### src/rtl/alu_issue.sv
// Single-entry ALU issue stage: decodes one request, drives registered operands
// and select to an external ALU, captures its result and holds it until consumed.
module alu_issue #(
    parameter int n = 32
) (
    input  logic         clk,
    input  logic         rst_n,
    input  logic         in_valid,
    output logic         in_ready,
    input  logic [1:0]   alu_op,
    input  logic [2:0]   funct3,
    input  logic         funct7_5,
    input  logic [n-1:0] rs1,
    input  logic [n-1:0] rs2,
    output logic [n-1:0] alu_a,
    output logic [n-1:0] alu_b,
    output logic [3:0]   alu_sel,
    input  logic [n-1:0] alu_out,
    input  logic         alu_zero,
    output logic         res_valid,
    input  logic         res_ready,
    output logic [n-1:0] res_data,
    output logic         res_taken,
    output logic         res_illegal,
    output logic [15:0]  op_count
);

    localparam logic [3:0] SEL_ADD = 4'b0010;
    localparam logic [3:0] SEL_SUB = 4'b0110;
    localparam logic [3:0] SEL_AND = 4'b0000;
    localparam logic [3:0] SEL_OR  = 4'b0001;

    typedef enum logic [1:0] {IDLE, EXEC, DONE} state_t;

    typedef struct packed {
        logic       illegal;
        logic       beq;
        logic       bne;
        logic [3:0] sel;
    } dec_t;

    function automatic dec_t decode(input logic [1:0] op, input logic [2:0] f3, input logic f7);
        dec_t d;
        d = '{illegal: 1'b1, beq: 1'b0, bne: 1'b0, sel: SEL_AND};
        case (op)
            2'b00: begin
                d.illegal = 1'b0;
                d.sel     = SEL_ADD;
            end
            2'b01: begin
                if (f3 == 3'b000 || f3 == 3'b001) begin
                    d.illegal = 1'b0;
                    d.sel     = SEL_SUB;
                    d.beq     = (f3 == 3'b000);
                    d.bne     = (f3 == 3'b001);
                end
            end
            2'b10: begin
                case (f3)
                    3'b000: begin d.illegal = 1'b0; d.sel = f7 ? SEL_SUB : SEL_ADD; end
                    3'b111: begin d.illegal = 1'b0; d.sel = SEL_AND; end
                    3'b110: begin d.illegal = 1'b0; d.sel = SEL_OR;  end
                    default: ;
                endcase
            end
            default: ;
        endcase
        return d;
    endfunction

    state_t state;
    dec_t   dec;
    logic   is_beq;
    logic   is_bne;

    assign dec = decode(alu_op, funct3, funct7_5);

    always_ff @(posedge clk or negedge rst_n) begin
        if (!rst_n) begin
            state       <= IDLE;
            in_ready    <= 1'b0;
            res_valid   <= 1'b0;
            res_data    <= '0;
            res_taken   <= 1'b0;
            res_illegal <= 1'b0;
            alu_a       <= '0;
            alu_b       <= '0;
            alu_sel     <= SEL_AND;
            is_beq      <= 1'b0;
            is_bne      <= 1'b0;
            op_count    <= '0;
        end else begin
            case (state)
                IDLE: begin
                    if (in_valid && in_ready) begin
                        in_ready <= 1'b0;
                        alu_a    <= rs1;
                        alu_b    <= rs2;
                        if (dec.illegal) begin
                            // Illegal requests bypass the ALU; the previous select is left in place.
                            res_data    <= '0;
                            res_taken   <= 1'b0;
                            res_illegal <= 1'b1;
                            res_valid   <= 1'b1;
                            state       <= DONE;
                        end else begin
                            alu_sel <= dec.sel;
                            is_beq  <= dec.beq;
                            is_bne  <= dec.bne;
                            state   <= EXEC;
                        end
                    end else begin
                        in_ready <= 1'b1;
                    end
                end
                EXEC: begin
                    res_data    <= alu_out;
                    res_taken   <= is_beq ? alu_zero : (is_bne & ~alu_zero);
                    res_illegal <= 1'b0;
                    res_valid   <= 1'b1;
                    state       <= DONE;
                end
                DONE: begin
                    if (res_ready) begin
                        res_valid <= 1'b0;
                        op_count  <= op_count + 16'd1;
                        in_ready  <= 1'b1;
                        state     <= IDLE;
                    end
                end
                default: begin
                    state    <= IDLE;
                    in_ready <= 1'b0;
                end
            endcase
        end
    end

endmodule

### config.mk
export PLATFORM = sky130hd
export DESIGN_NAME = alu_issue
export DESIGN_NICKNAME = d
export VERILOG_FILES = /design/src/rtl/alu_issue.sv
export SDC_FILE = /design/constraint.sdc
export NUM_CORES = 1
export LEC_CHECK = 0
export CAP_MARGIN = 25
export CORE_UTILIZATION = 44
export DETAILED_ROUTE_END_ITERATION = 16
export PLACE_DENSITY = 0.93
export REMOVE_ABC_BUFFERS = 1
export SYNTH_ARGS = -nofsm -noshare
export SYNTH_HDL_FRONTEND = slang
export SYNTH_SLANG_ARGS = --single-unit
### constraint.sdc
create_clock -name clk -period 2.9 [get_ports clk]
set_input_delay 0.435 -clock clk [delete_from_list [all_inputs] [get_ports clk]]
set_output_delay 0.435 -clock clk [all_outputs]
set_load 0.1 [all_outputs]
==> flow_summary_export.csv, run 1 <==
group,metric,value,unit
hold_path,min_path_type,"input pin to asynchronous set/reset pin",
die,core-area,0.0105,sq mm
setup_path,crit_chain,"and2_1 -> nor3b_4 -> buf_12 -> mux2_2",
cts,cts_resized,0,
global_route,met3_usage,0.0632,
die,die_area,0.0114,sq mm
sta,fmax,568,MHz
global_route,top_usage_layer,"met2",
setup_path,worstSetupEndpointType,"flop",
setup_path,crit_fanout,64,
detailed_routing,drtAntennaViolNets,0,
setup_path,critical-path-slowest-cell,"mux2_2",
global_route,grt_overflow,0,
placement,pre_cts_ws,0.667,ns
detailed_routing,dr.pass1.iters,4,
cells_and_area,fin_area,0.00740,sq mm
placement,dpl_cell_area,0.00687,sq mm
flow_run,maxCapViolations,0,
yosys,synth_top_area_cell,"dfrtp_1",
yosys,async_flop_share,1.00,
cells_and_area,nets,661,
global_route,grt_max_degree,67,
die,start_util,0.460,
yosys,synth_edf_count,0,
die,row_count,37,
cts,postCtsSetupRepairBufs,0,
die,die_y,107,microns
cts,cts_tree,"done",
placement,dp_hpwl,8.35,mm
yosys,synth.area.top_cells,"dfrtp_1, mux2_2, a22o_2",
cells_and_area,mostFrequentLayoutCells,"dfrtp_1, buf_4, clkdlybuf4s50_1, mux2_2, a22o_2",
detailed_routing,drt_iter0_markers,108,
yosys,seq_area_frac_synth,0.636,
global_route,grt_util_met1,0.248,
yosys,ys_types,38,
cts,clockBufferDepth,2,
yosys,synthFlopType,"dfrtp_1",
yosys,syn_avg_cell_area,15.0,sq um
setup_path,path_class,"flop to flop",
yosys,syn_area,0.00484,sq mm
sta,slew_viol_final,0,
setup_path,required,3.29,ns
sta,finalHoldViolations,0,
setup_path,r2r_setup_slack,1.14,ns
global_route,grt_pass1_wl,18.3,mm
yosys,synth_cells,322,
sta,setup_ws,1.14,ns
die,die_w,107,microns
cts,hold_buffers,1,
cts,numCtsBuffers,17,
cts,insertion_delay,0.51,ns
yosys,synth_top_cell_area_share,0.636,
sta,finClkSkew,0.00615,ns
global_route,grt_usage,0.212,
detailed_routing,vias_per_cell,5.05,
die,num_io_pins,227,
outcome,status,"finished, final reports clean",
sta,rsz0062_at_grt,"no",
setup_path,cp_slowest_stage_delay,0.39,ns
cts,h-tree-depth,4,
global_route,antenna_found_initial,0,
cells_and_area,num_antenna_cells,0,
cts,cts.sinks,123,
placement,gp_congestion,0.812,
detailed_routing,wire_per_inst,16.6,microns
yosys,ys_warn_count,0,
sta,period_minus_slack,1.76,ns
cells_and_area,syn2layout_area_growth,52.9,%
global_route,grt_pass1_vias,3746,
cells_and_area,drive_gt1_frac,0.449,
yosys,synth_seq_cells,123,
detailed_routing,vias,3532,
detailed_routing,drt-total-wl,11.6,mm
global_route,grtUsageMet2,0.359,
setup_path,cp_data_arrival_time,2.15,ns
setup_path,cp-start-kind,"flop",
cts,cts-root-buf,"clkbuf_8",
sta,final.period_utilization,0.607,
detailed_routing,drc,0,
cts,clk_pin_slew,0.06,ns
sta,report.final.setup_viol,0,
placement,port_buffers,225,
stage by stage:
stage / util / instances / setup TNS, ns / hold WS (ns)
after floorplan: - / 303 / -103.63 / 0.139
after global placement: 0.653 / 669 / 0 / 0.388
after detailed placement: 0.653 / 669 / 0 / 0.397
after CTS: 0.704 / 699 / 0 / 0.412
after global routing: 0.704 / 699 / 0 / 0.441
final: 0.704 / 699 / 0 / 0.435
cells in the mapped netlist (all sizes together), types with 3 or more instances:
master	number
and4	3
a22o	33
xor2	3
xnor2	12
inv	6
nor2	6
nand2	13
nand4	3
nor3	3
buf	15
nand3	7
mux2	69
dfrtp	123
clkbuf	4
logic make-up (layout without fill, tap and decap cells):
family	count (synthesis)	after routing	share of synthesized area
AOI/OAI and AO/OA	44	44	0.0846
xor gates and xnor gates	15	15	0.0272
adders and majority gates	1	1	0.00259
buffers and inverters	25	266	0.0388
DFF	123	123	0.636
muxes	70	70	0.163
other	1	1	0.000775
and+or+nand+nor	43	43	0.0473
sequential cells by signal, indices dropped and copies added, names as in the netlist:
name,cells
alu_sel,3
alu_a,32
alu_b,32
res_illegal,1
res_data,32
in_ready,1
state,2
is_beq,1
res_valid,1
res_taken,1
op_count,16
is_bne,1
critical path, delay by kind of cell, from the launching register on:
kind / cells / cell delay [ns]
buf+inv: 1 / 0.32
flops: 1 / 0.38
mux: 1 / 0.39
simple gates: 2 / 0.48
per-layer routing:
metal	vias up	part of all wire
li1	1610	-
met1	1735	0.40
met2	162	0.51
met3	25	0.068
met4	0	0.023
met5	-	0
final cells by class:
type | instances | area [sq um]
Clock buffer | 21 | 449
Clock inverter | 8 | 72.6
Fill cell | 725 | 3110
Inverter | 6 | 22.5
Multi-Input combinational cell | 174 | 1580
Sequential cell | 123 | 3080
Tap cell | 136 | 170
Timing Repair Buffer | 231 | 2020
final timing paths:
kind | end | cells after the start | from
min in group clk | op_count[15]$_DFFE_PN0P_ | 1 | op_count[15]$_DFFE_PN0P_
hold reg to reg | op_count[15]$_DFFE_PN0P_ | 1 | op_count[15]$_DFFE_PN0P_
hold / removal | op_count[11]$_DFFE_PN0P_ | 2 | rst_n
setup / recovery | alu_b[15]$_DFFE_PN0P_ | 4 | in_ready$_DFFE_PN0P_
setup reg to reg | alu_b[15]$_DFFE_PN0P_ | 4 | in_ready$_DFFE_PN0P_
max in group asynchronous | res_data[10]$_DFFE_PN0P_ | 3 | rst_n
Power of run 1 is left out: the tool's default activity adds up to more than one toggle a clock period on the data nets, which glitch-free logic cannot reach.
==> run 2: changes to the inputs <==
CORE_UTILIZATION = 41   (was 44)
PLACE_DENSITY = 0.88   (was 0.93)
clock period = 1.7 ns   (was 2.9 ns; I/O delays follow)
==> flow_summary_export.csv, run 2 (synthesized netlist as in run 1, its figures left out) <==
group,metric,value,unit
outcome,status,"finished, final reports clean",
detailed_routing,vias,3677,
global_route,antenna_found_initial,0,
sta,fin_setup_tns,0,ns
setup_path,cp-start-kind,"flop",
die,num_io_pins,227,
cells_and_area,fin_area,0.00924,sq mm
detailed_routing,drc,0,
die,start_util,0.422,
setup_path,path_buf_inv,2,
setup_path,required,1.98,ns
global_route,grt_usage,0.246,
die,die_w,111,microns
setup_path,cp_data_arrival_time,1.94,ns
sta,setup_ws,0.0362,ns
cells_and_area,final.fill_count,589,
sta,final.period_utilization,0.979,
setup_path,crit_fanout,20,
setup_path,cp_slowest_stage_delay,0.37,ns
detailed_routing,drt-total-wl,14.6,mm
cells_and_area,num_antenna_cells,0,
detailed_routing,wire_per_inst,20.1,microns
global_route,grt_pass1_wl,22.9,mm
placement,gp_congestion,0.798,
cells_and_area,syn2layout_area_growth,91.0,%
cts,clk_pin_slew,0.05,ns
die,die_y,111,microns
cells_and_area,drive_gt1_frac,0.471,
global_route,grt_pass1_vias,4134,
die,row_count,39,
setup_path,path_class,"flop to flop",
detailed_routing,drt_iter0_markers,128,
global_route,grt_max_degree,70,
flow_run,maxCapViolations,0,
die,core-area,0.0115,sq mm
die,die_area,0.0122,sq mm
placement,pre_cts_ws,-0.308,ns
setup_path,crit_chain,"and2_1 -> nor3b_4 -> buf_4 -> buf_16 -> mux2_2",
cts,clockBufferDepth,2,
cells_and_area,mostFrequentLayoutCells,"buf_12, dfrtp_1, clkdlybuf4s50_1, mux2_2, a22o_2",
placement,port_buffers,225,
global_route,grt_overflow,0,
sta,period_minus_slack,1.66,ns
detailed_routing,dr.pass1.iters,4,
cts,insertion_delay,0.41,ns
setup_path,worstSetupEndpointType,"flop",
sta,slew_viol_final,0,
placement,dp_hpwl,10.2,mm
sta,finalHoldViolations,0,
sta,report.final.setup_viol,0,
cts,h-tree-depth,4,
detailed_routing,drtAntennaViolNets,0,
cells_and_area,final_common_cell,"buf_12",
sta,fmax,601,MHz
setup_path,crit_family,"simple AND/OR/NAND/NOR gates",
hold_path,min_path_type,"input pin to asynchronous set/reset pin",
sta,finClkSkew,0.0132,ns
cts,numCtsBuffers,17,
cells_and_area,largestRegisters,"alu_a: 32 flops, alu_b: 32 flops, res_data: 32 flops",
placement,dpl_cell_area,0.00851,sq mm
setup_path,critical-path-slowest-cell,"mux2_2",
cts,cts-root-buf,"clkbuf_16",
cells_and_area,nets,679,
detailed_routing,vias_per_cell,5.06,
placement,dp.cells,689,
cts,cts.sinks,123,
cells_and_area,layoutNonFillerInstCount,727,
cts,cts_tree,"done",
## run 2: worst reg2reg max path: cells and delay by family, from the launching register on
family | cells | cell delay, ns
buf+inv | 2 | 0.39
flops | 1 | 0.36
mux | 1 | 0.39
simple gates | 2 | 0.41
## run 2: area by class of cell
class                           count  area, sq um  area share
Clock buffer                       19          443      0.0479
Clock inverter                     13          198      0.0214
Inverter                            6         22.5     0.00244
Multi-Input combinational cell    174         1580       0.171
Sequential cell                   123         3080       0.333
Tap cell                          143          179      0.0194
Timing Repair Buffer              249         3740       0.405
## run 2: worst paths after layout
path                            depth (start not counted)                 start  slack, ns                       to
worst min register to register                          1    is_bne$_DFFE_PN0P_       0.54       is_bne$_DFFE_PN0P_
worst max-delay path                                    5  in_ready$_DFFE_PN0P_       0.04    alu_a[30]$_DFFE_PN0P_
worst max register to register                          5  in_ready$_DFFE_PN0P_       0.04    alu_a[30]$_DFFE_PN0P_
worst min-delay path                                    3                 rst_n       0.43  op_count[0]$_DFFE_PN0P_
max in group asynchronous                               3                 rst_n       0.94     alu_a[1]$_DFFE_PN0P_
min in group clk                                        2            alu_out[2]       0.45  res_data[2]$_DFFE_PN0P_
## run 2: routing by layer
metal,part of all wire,vias to the layer above,global-route usage
met1,0.37,1831,0.267
li1,-,1645,-
met3,0.062,25,0.0856
met5,0,-,0
met2,0.55,176,0.437
met4,0.021,0,0.0978
## run 2: through the flow
step / hold slack, ns / util
after detailed placement: 0.289 / 0.742
final: 0.426 / 0.806
after global routing: 0.437 / 0.806
after global placement: 0.287 / 0.742
after floorplan: -0.0406 / -
after CTS: 0.415 / 0.799
## run 2: timing repair
action | 4_1_cts | 5_1_grt
hold endpoints to repair | 123 | 0
setup buffers | 0 | 3
gates resized for setup | 0 | 1
hold buffers | 1 | 0
setup endpoints to repair | 0 | 2
Power of run 2 is left out for the same reason.
==> run 3: changes to the inputs <==
MAX_ROUTING_LAYER = met4   (was unset)
clock period = 1.55 ns   (was 1.7 ns; I/O delays follow)
==> flow_summary_export.csv, run 3 (synthesized netlist as in run 1, its figures left out) <==
group,metric,value,unit
setup_path,cp-start-kind,"flop",
cts,numCtsBuffers,17,
cells_and_area,final.fill_count,520,
setup_path,startpoint,"in_ready$_DFFE_PN0P_",
setup_path,cp_slowest_stage_delay,0.36,ns
setup_path,crit_chain,"and2_4 -> nor3b_4 -> buf_6 -> buf_12 -> clkbuf_16 -> mux2_2",
global_route,grt_pass1_wl,23.5,mm
placement,dp.cells,693,
sta,report.final.setup_viol,52,
detailed_routing,drc,0,
cells_and_area,multi_input_area,0.00175,sq mm
setup_path,r2r_setup_slack,-0.08,ns
hold_path,min_path_type,"input pin to asynchronous set/reset pin",
die,start_util,0.422,
placement,dp_hpwl,10.3,mm
sta,final.period_utilization,1.05,
cts,h-tree-depth,4,
die,die_y,111,microns
global_route,grt_max_degree,70,
sta,setup_ws,-0.0829,ns
cells_and_area,drive_gt1_frac,0.487,
cells_and_area,mostFrequentLayoutCells,"buf_12, dfrtp_1, clkdlybuf4s50_1, mux2_4, a22o_2",
detailed_routing,drtAntennaViolNets,0,
setup_path,path_buf_inv,3,
detailed_routing,vias_per_cell,5.21,
sta,finClkSkew,0.0145,ns
detailed_routing,drt_iter0_markers,159,
flow_run,maxCapViolations,0,
setup_path,ff2ff_path_depth,6,
sta,rsz0062_at_grt,"yes",
cells_and_area,final_common_cell,"buf_12",
cells_and_area,syn2layout_area_growth,97.9,%
setup_path,r2r-end,"alu_a[13]$_DFFE_PN0P_",
setup_path,worstSetupEndpointType,"flop",
cts,cts.sinks,123,
setup_path,crit_fanout,5,
detailed_routing,vias,3853,
cells_and_area,num_antenna_cells,0,
die,die_area,0.0122,sq mm
outcome,violations,"negative setup slack",
setup_path,critical-path-slowest-cell,"dfrtp_1",
die,row_count,39,
die,num_io_pins,227,
global_route,grt_pass1_vias,4222,
cts,clk_pin_slew,0.05,ns
global_route,grt_overflow,0,
global_route,antenna_found_initial,0,
sta,fmax,612,MHz
cells_and_area,seqCellArea,0.00308,sq mm
die,die_w,111,microns
cts,clockBufferDepth,2,
cells_and_area,largestRegisters,"alu_a: 32 flops, alu_b: 32 flops, res_data: 32 flops",
setup_path,required,1.82,ns
cells_and_area,layoutNonFillerInstCount,740,
setup_path,critPathCapture,"alu_a[13]$_DFFE_PN0P_",
detailed_routing,drt-total-wl,16.1,mm
cts,cts-root-buf,"clkbuf_16",
detailed_routing,dr.pass1.iters,4,
sta,finalHoldViolations,0,
placement,pre_cts_ws,-0.432,ns
detailed_routing,wire_per_inst,21.8,microns
cells_and_area,nets,696,
setup_path,path_class,"flop to flop",
placement,gp_congestion,0.795,
outcome,status,"complete, but fails checks",
die,core-area,0.0115,sq mm
setup_path,cp_data_arrival_time,1.91,ns
sta,period_minus_slack,1.63,ns
placement,port_buffers,225,
cts,cts_tree,"done",
setup_path,crit_family,"buffers and inverters",
setup_path,worst_r2r_startpoint,"in_ready$_DFFE_PN0P_",
sta,slew_viol_final,0,
global_route,grt_usage,0.261,
setup_path,crit_cells,6,
cts,insertion_delay,0.40,ns
==> run 3: cell type report <==
cell class | count | area share
timing repair buffer | 266 | 0.421
sequential | 123 | 0.322
multi-input combinational | 174 | 0.183
clock buffer | 25 | 0.0517
tap | 143 | 0.0187
inverter | 6 | 0.00235
clock inverter | 3 | 0.00157
==> run 3: through the flow <==
step           TNS, ns  cell area [sq um]   util  hold WS [ns]
2_1_floorplan  -224.52               4670      -       -0.0631
3_3_place_gp    -33.23               8540  0.745         0.254
3_5_place_dp    -36.86               8540  0.745         0.267
4_1_cts          -1.47               9310  0.811         0.413
5_1_grt          -4.97               9580  0.835         0.433
6_report         -2.51               9580  0.835         0.418
==> run 3: routing by layer <==
layer	vias to the layer above	share of wire	wire length, microns	GRT usage
met5	-	0	0	-
met2	194	0.56	9000	0.467
met3	29	0.054	864	0.0653
li1	1680	-	-	-
met1	1950	0.37	5950	0.277
met4	0	0.021	331	0.0996
==> run 3: worst min path at each step <==
| stage | start | cells past startpoint | slack (ns) | end |
|---|---|---|---|---|
| after floorplan | rst_n | 0 | -0.06 | alu_a[0]$_DFFE_PN0P_ |
| after global placement | rst_n | 2 | 0.25 | alu_b[14]$_DFFE_PN0P_ |
| after detailed placement | rst_n | 2 | 0.27 | alu_a[13]$_DFFE_PN0P_ |
| after CTS | rst_n | 3 | 0.41 | alu_a[13]$_DFFE_PN0P_ |
| after global routing | rst_n | 3 | 0.43 | op_count[9]$_DFFE_PN0P_ |
| final | rst_n | 3 | 0.42 | op_count[9]$_DFFE_PN0P_ |
==> run 3: worst register-to-register path, delay by kind of cell (launching register included) <==
| kind | cells | cell delay, ns |
|---|---|---|
| buf+inv | 3 | 0.46 |
| flops | 1 | 0.36 |
| mux | 1 | 0.34 |
| simple gates | 2 | 0.36 |
==> run 3: timing repair <==
item / in CTS / in global routing
cloned: 4 / 5
setup buffers: 5 / 4
hold buffers: 1 / 0
gates resized for setup: 24 / 35
hold endpoints to repair: 123 / 0
pin swaps: 0 / 2
setup endpoints to repair: 64 / 75
Power of run 3 is left out for the same reason.
